`src/rtl/uart_pkg.sv`:
```
// Shared types for the UART blocks: transmitter FSM states and parity modes.
package uart_pkg;

  typedef enum logic [2:0] {
    UART_IDLE,
    UART_START,
    UART_DATA,
    UART_PARITY,
    UART_STOP,
    UART_BREAK,
    UART_GUARD
  } uart_state_e;

  typedef enum logic [1:0] {
    UART_PAR_NONE = 2'd0,
    UART_PAR_EVEN = 2'd1,
    UART_PAR_ODD  = 2'd2
  } uart_parity_e;

  // Encoding 3 is reserved and behaves as no parity.
  function automatic uart_parity_e decode_parity(input logic [1:0] mode);
    uart_parity_e par;
    case (mode)
      2'd1:    par = UART_PAR_EVEN;
      2'd2:    par = UART_PAR_ODD;
      default: par = UART_PAR_NONE;
    endcase
    return par;
  endfunction

endpackage

```
`src/rtl/sync_fifo.sv`:
```
// Single-clock first-word-fall-through FIFO; dout_o shows the head entry whenever not empty.
module sync_fifo #(
  parameter int unsigned WIDTH = 8,
  parameter int unsigned DEPTH = 16
) (
  input  logic                     clk_i,
  input  logic                     rst_ni,
  input  logic                     push_i,
  input  logic                     pop_i,
  input  logic [WIDTH-1:0]         din_i,
  output logic [WIDTH-1:0]         dout_o,
  output logic                     full_o,
  output logic                     empty_o,
  output logic [$clog2(DEPTH):0]   level_o
);

  localparam int unsigned AW = $clog2(DEPTH);
  localparam int unsigned LW = AW + 1;

  logic [WIDTH-1:0] mem_q [DEPTH];
  logic [AW-1:0]    wptr_q, rptr_q;
  logic [LW-1:0]    level_q;
  logic             do_push, do_pop;

  assign full_o  = (level_q == LW'(DEPTH));
  assign empty_o = (level_q == '0);
  assign level_o = level_q;
  assign dout_o  = mem_q[rptr_q];

  assign do_push = push_i & ~full_o;
  assign do_pop  = pop_i & ~empty_o;

  always_ff @(posedge clk_i or negedge rst_ni) begin
    if (!rst_ni) begin
      wptr_q  <= '0;
      rptr_q  <= '0;
      level_q <= '0;
    end else begin
      if (do_push) wptr_q <= wptr_q + AW'(1);
      if (do_pop)  rptr_q <= rptr_q + AW'(1);
      case ({do_push, do_pop})
        2'b10:   level_q <= level_q + LW'(1);
        2'b01:   level_q <= level_q - LW'(1);
        default: level_q <= level_q;
      endcase
    end
  end

  always_ff @(posedge clk_i) begin
    if (do_push) mem_q[wptr_q] <= din_i;
  end

endmodule

```
`src/rtl/uart_tx_fifo.sv`:
```
// Buffered UART transmitter with runtime framing config, BREAK generation and guard time.
module uart_tx_fifo
  import uart_pkg::*;
#(
  parameter int unsigned DATA_BITS  = 8,
  parameter int unsigned FIFO_DEPTH = 16,
  parameter int unsigned BREAK_BITS = 12,
  parameter int unsigned DIV_W      = 16
) (
  input  logic                          clk_i,
  input  logic                          rst_ni,
  input  logic [DATA_BITS-1:0]          tx_data_i,
  input  logic                          tx_push_i,
  output logic                          fifo_full_o,
  output logic [$clog2(FIFO_DEPTH):0]   fifo_level_o,
  output logic                          overflow_o,
  input  logic [DIV_W-1:0]              cfg_div_i,
  input  logic [1:0]                    cfg_parity_i,
  input  logic                          cfg_stop2_i,
  input  logic [3:0]                    cfg_guard_i,
  input  logic                          brk_req_i,
  output logic                          busy_o,
  output logic                          tx_o
);

  localparam int unsigned MaxBits = (BREAK_BITS > 16) ? BREAK_BITS : 16;
  localparam int unsigned BitW    = $clog2(MaxBits) + 1;
  localparam logic [DIV_W-1:0] MinDiv = DIV_W'(2);

  uart_state_e          state_q, state_d;
  logic [DIV_W-1:0]     cnt_q, cnt_d;
  logic [BitW-1:0]      bit_q, bit_d;
  logic [DATA_BITS-1:0] word_q, word_d;
  logic                 tx_q, tx_d;
  logic [DIV_W-1:0]     div_q, div_d;
  uart_parity_e         par_q, par_d;
  logic                 stop2_q, stop2_d;
  logic [3:0]           guard_q, guard_d;
  logic                 brk_pend_q, brk_pend_d;
  logic                 ovf_q, ovf_d;

  logic                 fifo_pop, fifo_empty, fifo_full;
  logic [DATA_BITS-1:0] fifo_dout;
  logic [DIV_W-1:0]     div_in_eff;
  logic [DATA_BITS-1:0] data_shift;
  logic                 bit_end, par_bit, launch;

  sync_fifo #(
    .WIDTH (DATA_BITS),
    .DEPTH (FIFO_DEPTH)
  ) u_fifo (
    .clk_i   (clk_i),
    .rst_ni  (rst_ni),
    .push_i  (tx_push_i),
    .pop_i   (fifo_pop),
    .din_i   (tx_data_i),
    .dout_o  (fifo_dout),
    .full_o  (fifo_full),
    .empty_o (fifo_empty),
    .level_o (fifo_level_o)
  );

  assign div_in_eff = (cfg_div_i < MinDiv) ? MinDiv : cfg_div_i;
  assign bit_end    = (cnt_q == '0);
  assign data_shift = word_q >> (bit_q + BitW'(1));
  assign par_bit    = (^word_q) ^ (par_q == UART_PAR_ODD);

  always_comb begin
    state_d    = state_q;
    cnt_d      = cnt_q;
    bit_d      = bit_q;
    word_d     = word_q;
    tx_d       = tx_q;
    div_d      = div_q;
    par_d      = par_q;
    stop2_d    = stop2_q;
    guard_d    = guard_q;
    brk_pend_d = brk_pend_q | brk_req_i;
    ovf_d      = tx_push_i & fifo_full;
    fifo_pop   = 1'b0;
    launch     = 1'b0;

    // Reload at every bit boundary so bit-times never drift.
    if (state_q != UART_IDLE) begin
      cnt_d = bit_end ? (div_q - DIV_W'(1)) : (cnt_q - DIV_W'(1));
    end

    unique case (state_q)
      UART_IDLE: launch = 1'b1;
      UART_START: begin
        if (bit_end) begin
          state_d = UART_DATA;
          bit_d   = '0;
          tx_d    = word_q[0];
        end
      end
      UART_DATA: begin
        if (bit_end) begin
          if (bit_q == BitW'(DATA_BITS - 1)) begin
            bit_d = '0;
            if (par_q != UART_PAR_NONE) begin
              state_d = UART_PARITY;
              tx_d    = par_bit;
            end else begin
              state_d = UART_STOP;
              tx_d    = 1'b1;
            end
          end else begin
            bit_d = bit_q + BitW'(1);
            tx_d  = data_shift[0];
          end
        end
      end
      UART_PARITY: begin
        if (bit_end) begin
          state_d = UART_STOP;
          bit_d   = '0;
          tx_d    = 1'b1;
        end
      end
      UART_BREAK: begin
        if (bit_end) begin
          if (bit_q == BitW'(BREAK_BITS - 1)) begin
            state_d = UART_STOP;
            bit_d   = '0;
            tx_d    = 1'b1;
          end else begin
            bit_d = bit_q + BitW'(1);
          end
        end
      end
      UART_STOP: begin
        if (bit_end) begin
          if (stop2_q && (bit_q == '0)) begin
            bit_d = BitW'(1);
          end else if (guard_q != '0) begin
            state_d = UART_GUARD;
            bit_d   = '0;
          end else begin
            launch = 1'b1;
          end
        end
      end
      UART_GUARD: begin
        if (bit_end) begin
          if (bit_q == (BitW'(guard_q) - BitW'(1))) begin
            launch = 1'b1;
          end else begin
            bit_d = bit_q + BitW'(1);
          end
        end
      end
      default: state_d = UART_IDLE;
    endcase

    // Frame boundary: chain straight into the next job so back-to-back frames add no idle clocks.
    if (launch) begin
      state_d = UART_IDLE;
      tx_d    = 1'b1;
      bit_d   = '0;
      if (brk_pend_q || !fifo_empty) begin
        div_d      = div_in_eff;
        par_d      = decode_parity(cfg_parity_i);
        stop2_d    = cfg_stop2_i;
        guard_d    = cfg_guard_i;
        cnt_d      = div_in_eff - DIV_W'(1);
        tx_d       = 1'b0;
        if (brk_pend_q) begin
          state_d    = UART_BREAK;
          brk_pend_d = 1'b0;
        end else begin
          state_d  = UART_START;
          fifo_pop = 1'b1;
          word_d   = fifo_dout;
        end
      end
    end
  end

  always_ff @(posedge clk_i or negedge rst_ni) begin
    if (!rst_ni) begin
      state_q    <= UART_IDLE;
      cnt_q      <= '0;
      bit_q      <= '0;
      word_q     <= '0;
      tx_q       <= 1'b1;
      div_q      <= MinDiv;
      par_q      <= UART_PAR_NONE;
      stop2_q    <= 1'b0;
      guard_q    <= '0;
      brk_pend_q <= 1'b0;
      ovf_q      <= 1'b0;
    end else begin
      state_q    <= state_d;
      cnt_q      <= cnt_d;
      bit_q      <= bit_d;
      word_q     <= word_d;
      tx_q       <= tx_d;
      div_q      <= div_d;
      par_q      <= par_d;
      stop2_q    <= stop2_d;
      guard_q    <= guard_d;
      brk_pend_q <= brk_pend_d;
      ovf_q      <= ovf_d;
    end
  end

  assign fifo_full_o = fifo_full;
  assign overflow_o  = ovf_q;
  assign busy_o      = (state_q != UART_IDLE);
  assign tx_o        = tx_q;

endmodule

```
`config.mk`:
```
export PLATFORM = sky130hd
export DESIGN_NAME = uart_tx_fifo
export DESIGN_NICKNAME = d
export VERILOG_FILES = /design/src/rtl/uart_pkg.sv /design/src/rtl/sync_fifo.sv /design/src/rtl/uart_tx_fifo.sv
export SDC_FILE = /design/constraint.sdc
export NUM_CORES = 1
export LEC_CHECK = 0
export CORE_ASPECT_RATIO = 1.4
export CORE_MARGIN = 4
export CORE_UTILIZATION = 35
export DETAILED_ROUTE_END_ITERATION = 6
export PLACE_DENSITY_LB_ADDON = 0.05
export SETUP_SLACK_MARGIN = 0.05
export SKIP_LAST_GASP = 1
export SLEW_MARGIN = 20
export SYNTH_ARGS = -nofsm -noshare
export SYNTH_HDL_FRONTEND = slang
export SYNTH_SLANG_ARGS = --single-unit
```
`constraint.sdc`:
```
create_clock -name clk_i -period 9 [get_ports clk_i]
set_input_delay 1.35 -clock clk_i [delete_from_list [all_inputs] [get_ports clk_i]]
set_output_delay 1.35 -clock clk_i [all_outputs]
set_load 0.005 [all_outputs]
```
-- Word-level counts from Yosys, hierarchy flattened
Memories as Yosys holds them, arrays and structs flattened. A register that Yosys moved wholly into a read port is not among the register bits.
Cells that the tools add are included.
- memories: 1
- register bits: 63
- bits in writable memories: 128
- output and inout port bits: 9
- word-level logic and storage cells: 141
- bits of input ports: 35
- reductions and logical operators: 22
- shift-type cells: 1
- eq/ne operators: 29
- bitwise gates (word level): 8
- magnitude comparators: 1
- add/subtract/negate cells: 9
- mux-type cells: 57
- memory list (memory ; words ; width ; read ports ; clocked after Yosys merged registers in ; write ports ; line ; source):
    u_fifo.mem_q ; 16 ; 8 ; 1 ; 1 ; 1 ; sync_fifo.sv:20 ; logic [WIDTH-1:0] mem_q [DEPTH];
- operator list (operator ; count):
    two-way mux 16 bit ; 5
    two-way mux 5 bit ; 11
    subtractor 16 x 1 -> 16 bit (second input constant) ; 3
    two-way mux 3 bit ; 13
    != test 3 bit (second input constant) ; 11
    case mux 5 bit (5 select lines) ; 1
    two-way mux 1 bit ; 22
    case mux 3 bit (6 select lines) ; 1
    logical NOT 16 bit ; 1
    < comparator 16 x 2 -> 1 bit (second input constant) ; 1
    adder 5 x 1 -> 5 bit (second input constant) ; 2
    logical NOT 5 bit ; 2
    case mux 5 bit (2 select lines) ; 1
    AND reduction 10 bit ; 1
    == test 3 bit (second input constant) ; 3
    adder 4 x 1 -> 4 bit (second input constant) ; 2
    AND reduction 8 bit ; 1
    XOR reduction 8 bit ; 1
    right shift 8 x 5 -> 1 bit ; 1
    == test 2 bit (second input constant) ; 3
    == test 3 x 2 -> 1 bit (second input constant) ; 2
    AND reduction 6 bit ; 1
    nonzero test 6 bit ; 1
    == test 5 x 3 -> 1 bit (second input constant) ; 1
    other kinds (28) ; 36

-- Depth between registers and ports, before layout
Gate-level depths: netlist of the first run.
- depth after elaboration: 9
- gate-level depth with buffers: 18
- depth with buffers taken out: 17

-- Cells and area by module
From an unflattened synthesis of the first run, not the netlist that was laid out.
- cell total of the unflattened synthesis: 789
- area, all modules: 9905.8 sq um
- modules (own cells, without submodules) (module ; cells an instance ; times used ; seq. area each (sq um) ; area an instance (sq um)):
    sync_fifo ; 332 ; 1 ; 4169.0 ; 5779.3
    uart_tx_fifo ; 457 ; 1 ; 1453.9 ; 4126.5

-- Worst setup path after synthesis of the first run
OpenSTA, ideal clock, no wires.
- path type: register to register
- start point: register cnt_q[11]
- end point: register u_fifo.level_q[4] (netlist: u_fifo.level_o[4])
- library setup time: 0.129 ns
- required time: 8.871 ns
- cell stages (with the launch flop): 17
- slack: 5.083 ns
- period minus slack after synthesis: 3.917 ns
- arrival time: 3.788 ns
- path buffers: 1
- cell sequence: dfrtp_1 -> or4_4 -> or4_4 -> or4_4 -> o21ai_4 -> nand2_2 -> inv_2 -> buf_6 -> ha_1 -> inv_1 -> fa_1 -> inv_1 -> a21o_1 -> a21oi_1 -> xnor2_1 -> nor2_1 -> xor2_1
- word-level cells in the longest chain between the ends: 7
- elaborated cells on any way between the ends: 10
- those cells by class: eq/ne (2); mux (5); bitwise (1); reduce/logical (2)
- RTL lines (element ; line ; source):
    start, declared ; uart_tx_fifo.sv:31 ; logic [DIV_W-1:0] cnt_q, cnt_d;
    start signal, assigned ; uart_tx_fifo.sv:195 ; cnt_q <= cnt_d;
    logical NOT 16 bit (*) ; uart_tx_fifo.sv:64 ; assign bit_end = (cnt_q == '0);
    two-way mux 1 bit (on tied branches) ; uart_tx_fifo.sv:145, uart_tx_fifo.sv:133 ;
    case mux 1 bit (3 select lines) (*) ; uart_tx_fifo.sv:88 ; unique case (state_q)
    two-way mux 1 bit (*) ; uart_tx_fifo.sv:157 ; if (launch) begin
    AND 1 bit (*) ; sync_fifo.sv:31 ; assign do_pop = pop_i & ~empty_o;
    via u_fifo.do_pop ; sync_fifo.sv:23 ; logic do_push, do_pop;
    == test 2 x 1 -> 1 bit or == test 2 bit (tied branches) ; sync_fifo.sv:41 ; case ({do_push, do_pop})
    case mux 5 bit (2 select lines) or nonzero test 2 bit (tied branches) ; -- ;
    end signal, assigned ; sync_fifo.sv:42 ; 2'b10: level_q <= level_q + LW'(1);
    end signal, assigned ; sync_fifo.sv:43 ; 2'b01: level_q <= level_q - LW'(1);
    end signal, assigned ; sync_fifo.sv:44 ; default: level_q <= level_q;
    end, declared ; sync_fifo.sv:22 ; logic [LW-1:0] level_q;
The timed path passes the listed nets; every way through them passes the cells marked *.
A chain may end at the register's enable or synchronous reset.

-- Worst setup path in the final report of the first run
- start point: register cnt_q[11]
- end point: register u_fifo.level_q[4] (netlist: u_fifo.level_o[4])
- word-level cells in the longest chain between the ends: 7
- elaborated cells on any way between the ends: 10
- those cells by class: eq/ne (2); mux (5); bitwise (1); reduce/logical (2)
- RTL lines (element ; line):
    logical NOT 16 bit (*) ; uart_tx_fifo.sv:64
    two-way mux 1 bit (on tied branches) ; uart_tx_fifo.sv:145, uart_tx_fifo.sv:133
    case mux 1 bit (3 select lines) (*) ; uart_tx_fifo.sv:88
    two-way mux 1 bit (*) ; uart_tx_fifo.sv:157
    AND 1 bit (*) ; sync_fifo.sv:31
    == test 2 x 1 -> 1 bit or == test 2 bit (tied branches) ; sync_fifo.sv:41
    case mux 5 bit (2 select lines) or nonzero test 2 bit (tied branches) ; --
Every way passes the cells marked *; elsewhere a longest branch is shown, timed or not.

==> results of run 1 <==
layer usage:
layer	vias up	wire, um	share of wire, %
met5	-	0	0
li1	2891	-	-
met4	0	327	1.4
met1	3042	9120	40
met2	111	13000	56
met3	23	578	2.5
worst reg2reg max path, stage by stage, from the launching register on:
cell and delay (ns):
dfrtp_1 0.41, or4_4 0.59, or4_4 0.60, or4_4 0.56, o21ai_4 0.29, nand2_2 0.12, inv_2 0.23, ha_1 0.28
inv_1 0.10, fa_1 0.41, inv_1 0.08, a21o_1 0.10, a21oi_1 0.07, xnor2_1 0.15, nor2_1 0.07, xor2_1 0.14
synth_stat cells, drive strengths merged (8+ instances only):
| library cell | count | area share, % |
|---|---|---|
| edfxtp | 128 | 40 |
| nand2 | 95 | 3.7 |
| dfrtp | 69 | 18 |
| nor2 | 62 | 2.4 |
| mux4 | 42 | 9.8 |
| o21ai | 37 | 2.0 |
| a21oi | 32 | 1.7 |
| clkbuf | 28 | 1.1 |
| xnor2 | 26 | 2.4 |
| nor3 | 20 | 1.0 |
| inv | 18 | 0.70 |
| buf | 16 | 1.1 |
| ha | 14 | 1.8 |
| xor2 | 13 | 1.2 |
| nand3 | 12 | 0.62 |
| mux2 | 10 | 1.2 |
| a211oi | 9 | 0.70 |
| nand2b | 9 | 0.58 |
| a21o | 8 | 0.62 |
| nor4 | 8 | 0.58 |
cell families after synthesis:
logic type | Yosys count
buffers and inverters | 62
AND/OR/NAND/NOR | 249
adder cells (fa/ha/maj) | 15
flip-flops | 199
XOR/XNOR | 39
multiplexers | 55
AO/OA/AOI/OAI | 141
where the power goes:
group / switching [W] / total, W / leakage [nW] / internal [W]
logic: 0.000586 / 0.00111 / 1.61 / 0.000522
registers: 0.000226 / 0.00141 / 2.03 / 0.00118
clock network: 0.000359 / 0.000750 / 0.277 / 0.000391
total: 0.00117 / 0.00326 / 3.92 / 0.00209
metrics by stage:
stage / cells / area [um2] / hold WS [ns]
2_1_floorplan: 760 / 9650 / 0.446
3_3_place_gp: 1132 / 10400 / 0.471
3_5_place_dp: 1132 / 10400 / 0.479
4_1_cts: 1163 / 11000 / 0.498
5_1_grt: 1164 / 11000 / 0.526
6_report: 1164 / 11000 / 0.491
cell usage in the layout (no fill, tap or decap), types with 13 or more instances in the layout:
master	n
nand2_1	94
xor2_1	13
clkdlybuf4s50_1	42
ha_1	14
edfxtp_1	128
nor3_1	16
nor2_1	62
dfrtp_1	68
xnor2_1	26
a21oi_1	30
clkbuf_16	17
o21ai_0	30
inv_1	17
mux4_2	42
path summary, 6_finish.rpt:
| path | endpoint | slack (ns) | depth (start not counted) |
|---|---|---|---|
| min in group asynchronous | div_q[8] | 0.82 | 1 |
| hold / removal | div_q[15] | 0.49 | 2 |
| max in group asynchronous | tx_o | 7.53 | 2 |
| setup reg to reg | u_fifo.level_o[4] | 4.67 | 15 |
| hold reg to reg | div_q[15] | 0.49 | 2 |
| setup / recovery | u_fifo.level_o[4] | 4.67 | 15 |
layout make-up:
cell class                 count  area (um2)  share of cell area [%]
clock buffer                  18         429                    3.90
clock inverter                13         138                    1.25
inverter                      18        67.6                   0.614
multi-input combinational    499        3780                    34.3
sequential                   199        5620                    51.1
tap                          365         457                    4.15
timing repair buffer          52         515                    4.68
state kept, by name, summed over array words and instances, names as in the netlist:
signal          cells
stop2_q             1
word_q              8
u_fifo.wptr_q       4
guard_q             4
tx_o                1
cnt_q              16
overflow_o          1
bit_q               5
brk_pend_q          1
div_q              16
u_fifo.rptr_q       4
u_fifo.mem_q      128
state_q             3
u_fifo.level_o      5
par_q               2
==> metrics.yaml, run 1 <==
vias_per_cell: 5.21
crit_buf_inv: 3
start_util_pct: 35.7
synth-xor-area-share_pct: 3.54
routabilityCongestion: 0.823
num-fill-cells: 2569
num_rows: 71
synth_edf_count: 128
avgSynthCellArea_um2: 12.7
slew_violations: 0
hold_buffers: 0
cts_tree: "built"
crit_chain: "or4_4 > or4_4 > or4_4 > o21ai_4 > nand2_2 > inv_2 > ha_1 > inv_1 > fa_1 > inv_1 > a21o_1 > a21oi_1 > xnor2_1 > nor2_1 > xor2_1"
drive_above_1_share_pct: 14.1
grt_max_degree: 72
met1_usage_pct: 17.6
fin_util_pct: 40.8
endpoint_kind: "register"
place_ws_ns: 4.56
hold_class: "reg2reg"
drv_cap: 0
seq_area_frac_synth_pct: 58.3
io_pins: 44
cts_resized: 0
yosysUniqueCellTypes: 72
synth_ff_type: "edfxtp_1"
wl_mm: 23.0
yosys_warnings: 0
min_from: "div_q[15]"
wl_per_cell_um: 19.7
synth-simple-area-share_pct: 12.2
die_w_um: 148
root_buffer: "clkbuf_16"
synth_top_family_by_area: "simple AND/OR/NAND/NOR gates"
cp-startpoint: "cnt_q[11]"
slew_headroom_pct: 38.5
fp.coreArea_mm2: 0.0270
drcViolationCount: 0
vias: 6067
antenna_found_initial: 0
clock.fmax_mhz: 231
status: "completed"
clk_pin_slew_ns: 0.07
synth.cell_area_mm2: 0.00965
fin_crit_sh_pct: 48.1
use_met3_pct: 2.77
cp.required_ns: 9.30
skew_ns: 0.00840
io_buffers: 43
syn-num-nets: 810
grt_pass1_wl_mm: 36.4
grt_overflow: 0
grt_pass1_vias: 6356
worstMarginPinSlew_ns: 0.917
drt-pass1-iter-count: 4
leakage_nw: 3.92
cp_max_fo: 11
finalSetupTns_ns: 0
n_antenna_cell: 0
grt_setup_unrepaired: "false"
layout_setup_ws_ns: 4.67
critPathKind: "reg2reg"
die_area_mm2: 0.0303
finalSetupViolCount: 0
globalRoute.busiestLayer: "met2"
r2r_start: "cnt_q[11]"
hold_viol: 0
clk_latency_ns: 0.43
drt_iter0_markers: 357
report.power.total_w: 0.00326
grt_use_met2_pct: 30.2
synthCells: 760
areaGrowthSynthToFinish_pct: 14.1
cts-htree-levels: 4
worstPathArrival_ns: 4.63
ys_seq_elements: 199
cpMaxStageDelayCell: "or4_4"
drtAntennaViolNets: 0
synthAdderAreaFrac_pct: 2.02
synth-compound-area-share_pct: 9.84
path_delay_family: "simple AND/OR/NAND/NOR gates"
dp.final_hpwl_mm: 16.2
ir_drop_v: 0.000126
clk_path_buf_depth: 2
min_period_ns: 4.33
dieHeight_um: 204
cts.sinks: 199
track_usage_pct: 15.7
synthMuxAreaShare_pct: 11.3
cts_setup_buffers: 0
cpMostUsedCell: "or4_4"
cts_buffers: 17
finalNetCount: 837
power_density_mw_per_mm2: 296
synth-async-reset-ratio_pct: 35.7
critPathMaxStageDelay_ns: 0.60
worstSetupStartpointType: "register"
Note: power is estimated with default switching activity, not from simulation.
==> run 2: changes to the inputs <==
- clock period: 9 -> 4.5 ns (I/O delays scaled with it)
==> metrics.yaml, run 2 (synthesized netlist as in run 1, its figures left out) <==
r2r_start: "cnt_q[11]"  # unchanged
crit_chain: "or4_4 > or4_4 > or4_4 > o21ai_4 > nand2_2 > inv_2 > ha_1 > inv_1 > fa_1 > inv_1 > a21o_1 > a21oi_1 > xnor2_1 > nor2_1 > xor2_1"  # unchanged
largest-register: "u_fifo.mem_q"  # unchanged
r2r_end: "u_fifo.level_o[4]"  # unchanged
cts-htree-levels: 4  # unchanged
p_seq_share_pct: 43.6  # was 43.1%
io_buffers: 43  # unchanged
finalNetCount: 840  # was 837
cp_max_fo: 5  # was 11
drt_iter0_markers: 377  # was 357
hold_class: "in2async"  # was reg2reg
grt_pass1_vias: 6616  # was 6,356
worstSetupStartpointType: "register"  # unchanged
internal_power_w: 0.00415  # was 0.00209 W
drcViolationCount: 0  # unchanged
rrSetupSlack_ns: 0.53  # was 4.67 ns
slew_violations: 0  # unchanged
fp.coreArea_mm2: 0.0270  # unchanged
critPathMaxStageDelay_ns: 0.59  # was 0.60 ns
die_area_mm2: 0.0303  # unchanged
min_period_ns: 3.97  # was 4.33 ns
cts.sinks: 199  # unchanged
io_pins: 44  # unchanged
placed_area_mm2: 0.0104  # about the same
start_util_pct: 35.7  # unchanged
num-fill-cells: 2623  # was 2,569
grt_overflow: 0  # unchanged
num_rows: 71  # unchanged
status: "completed"  # unchanged
root_buffer: "clkbuf_16"  # unchanged
fin_util_pct: 40.9  # was 40.8%
dp.final_hpwl_mm: 16.7  # was 16.2 mm
final_area_mm2: 0.0110  # about the same
slew_headroom_pct: 40.6  # was 38.5%
vias: 6229  # was 6,067
cts_buffers: 17  # unchanged
final_common_cell: "edfxtp_1"  # unchanged
worstMarginPinSlew_ns: 0.888  # was 0.917 ns
p_switching_w: 0.00238  # was 0.00117 W
cp.required_ns: 4.80  # was 9.30 ns
vias_per_cell: 5.33  # was 5.21
drt-pass1-iter-count: 5  # was 4
hold_buffers: 0  # unchanged
cpMaxStageDelayCell: "or4_4"  # unchanged
p_comb_share_pct: 33.5  # was 34.0%
ff_latch_area_mm2: 0.00562  # unchanged
finalSetupViolCount: 0  # unchanged
finalSetupTns_ns: 0  # unchanged
endpoint: "u_fifo.level_o[4]"  # unchanged
cp-startpoint: "cnt_q[11]"  # unchanged
cts_tree: "built"  # unchanged
reg2regPathDepth: 15  # unchanged
cpMostUsedCell: "or4_4"  # unchanged
hold_viol: 0  # unchanged
power_density_mw_per_mm2: 591  # was 296 mW/mm2
ir_drop_v: 0.000316  # was 0.000126 V
worstPathArrival_ns: 4.28  # was 4.63 ns
largestRegisters: "u_fifo.mem_q x128, cnt_q x16, div_q x16"  # unchanged
skew_ns: 0.0110  # was 0.00840 ns
grt_max_degree: 72  # unchanged
fin_cells: 1168  # was 1,164
cts_resized: 0  # unchanged
placedCellCount: 1135  # was 1,132
die_w_um: 148  # unchanged
wl_per_cell_um: 20.0  # was 19.7 um
p_clk_share_pct: 22.9  # was 23.0%
p_sw_share_pct: 36.5  # was 35.9%
layout_common_cells: "edfxtp_1 (128), nand2_1 (94), dfrtp_1 (68)"  # unchanged
dieHeight_um: 204  # unchanged
n_antenna_cell: 0  # unchanged
grt_setup_unrepaired: "false"  # unchanged
wl_mm: 23.3  # was 23.0 mm
clk_latency_ns: 0.44  # was 0.43 ns
clk_pin_slew_ns: 0.08  # was 0.07 ns
drive_above_1_share_pct: 14.7  # was 14.1%
drv_cap: 0  # unchanged
antenna_found_initial: 0  # unchanged
clock.fmax_mhz: 252  # was 231 MHz
clk_path_buf_depth: 2  # unchanged
critPathKind: "reg2reg"  # unchanged
track_usage_pct: 15.9  # was 15.7%
areaGrowthSynthToFinish_pct: 14.4  # was 14.1%
drtAntennaViolNets: 0  # unchanged
leakage_nw: 3.93  # was 3.92 nW
routabilityCongestion: 0.870  # was 0.823
multi_input_area_mm2: 0.00378  # unchanged
cts_setup_buffers: 0  # unchanged
largest_reg_flops: 128  # unchanged
fin_crit_sh_pct: 88.3  # was 48.1%
grt_pass1_wl_mm: 37.2  # was 36.4 mm
endpoint_kind: "register"  # unchanged
run 2: how the worst min path moves through the flow:
stage / startpoint / endpoint / slack [ns]
final: rst_ni / div_q[8] / 0.14
after global routing: rst_ni / div_q[8] / 0.15
after CTS: rst_ni / div_q[10] / 0.41
after detailed placement: div_q[15] / div_q[15] / 0.49
after global placement: div_q[15] / div_q[15] / 0.49
after floorplan: rst_ni / bit_q[0] / 0.38
run 2: per-stage QoR:
stage | worst slack [ns] | hold WS [ns] | total power, W
global route | 0.322 | 0.149 | 0.00698
detailed placement | 0.529 | 0.489 | 0.00510
global placement | 0.604 | 0.489 | 0.00505
CTS | 0.504 | 0.412 | 0.00662
finish | 0.528 | 0.139 | 0.00653
floorplan | 0.583 | 0.379 | 0.00439
run 2: cell type report:
class / instances / share of cell area, %
Timing Repair Buffer: 55 / 4.87
Sequential cell: 199 / 50.9
Clock buffer: 17 / 3.85
Tap cell: 365 / 4.14
Multi-Input combinational cell: 499 / 34.2
Inverter: 18 / 0.612
Clock inverter: 15 / 1.37
run 2: power groups by stage:
stage / clock network [W] / logic (W) / registers (W)
5_1_grt: 0.00161 / 0.00245 / 0.00292
3_5_place_dp: 0 / 0.00221 / 0.00289
3_3_place_gp: 0 / 0.00218 / 0.00287
4_1_cts: 0.00154 / 0.00222 / 0.00285
2_1_floorplan: 0 / 0.00177 / 0.00262
6_report: 0.00149 / 0.00219 / 0.00285
run 2: per-layer routing:
metal	track usage (%)	routed length [um]	up-vias
li1	-	-	2904
met5	0	0	-
met1	16.8	8700	3164
met4	5.32	478	0
met2	31.5	13400	129
met3	2.77	705	32
run 2: critical path, delay by kind of cell (launching register included):
kind / cells / cell delay [ns]
AOI/OAI and AO/OA: 3 / 0.38
xor gates and xnor gates: 2 / 0.27
and+or+nand+nor: 5 / 1.90
buffers and inverters: 3 / 0.25
adders and majority gates: 2 / 0.65
DFF: 1 / 0.41
==> run 3: changes to the inputs <==
- CTS_CLUSTER_SIZE: default -> 40
==> results of run 3 <==
Same layout as run 2: the final DEF is identical, and so are final timing and power.
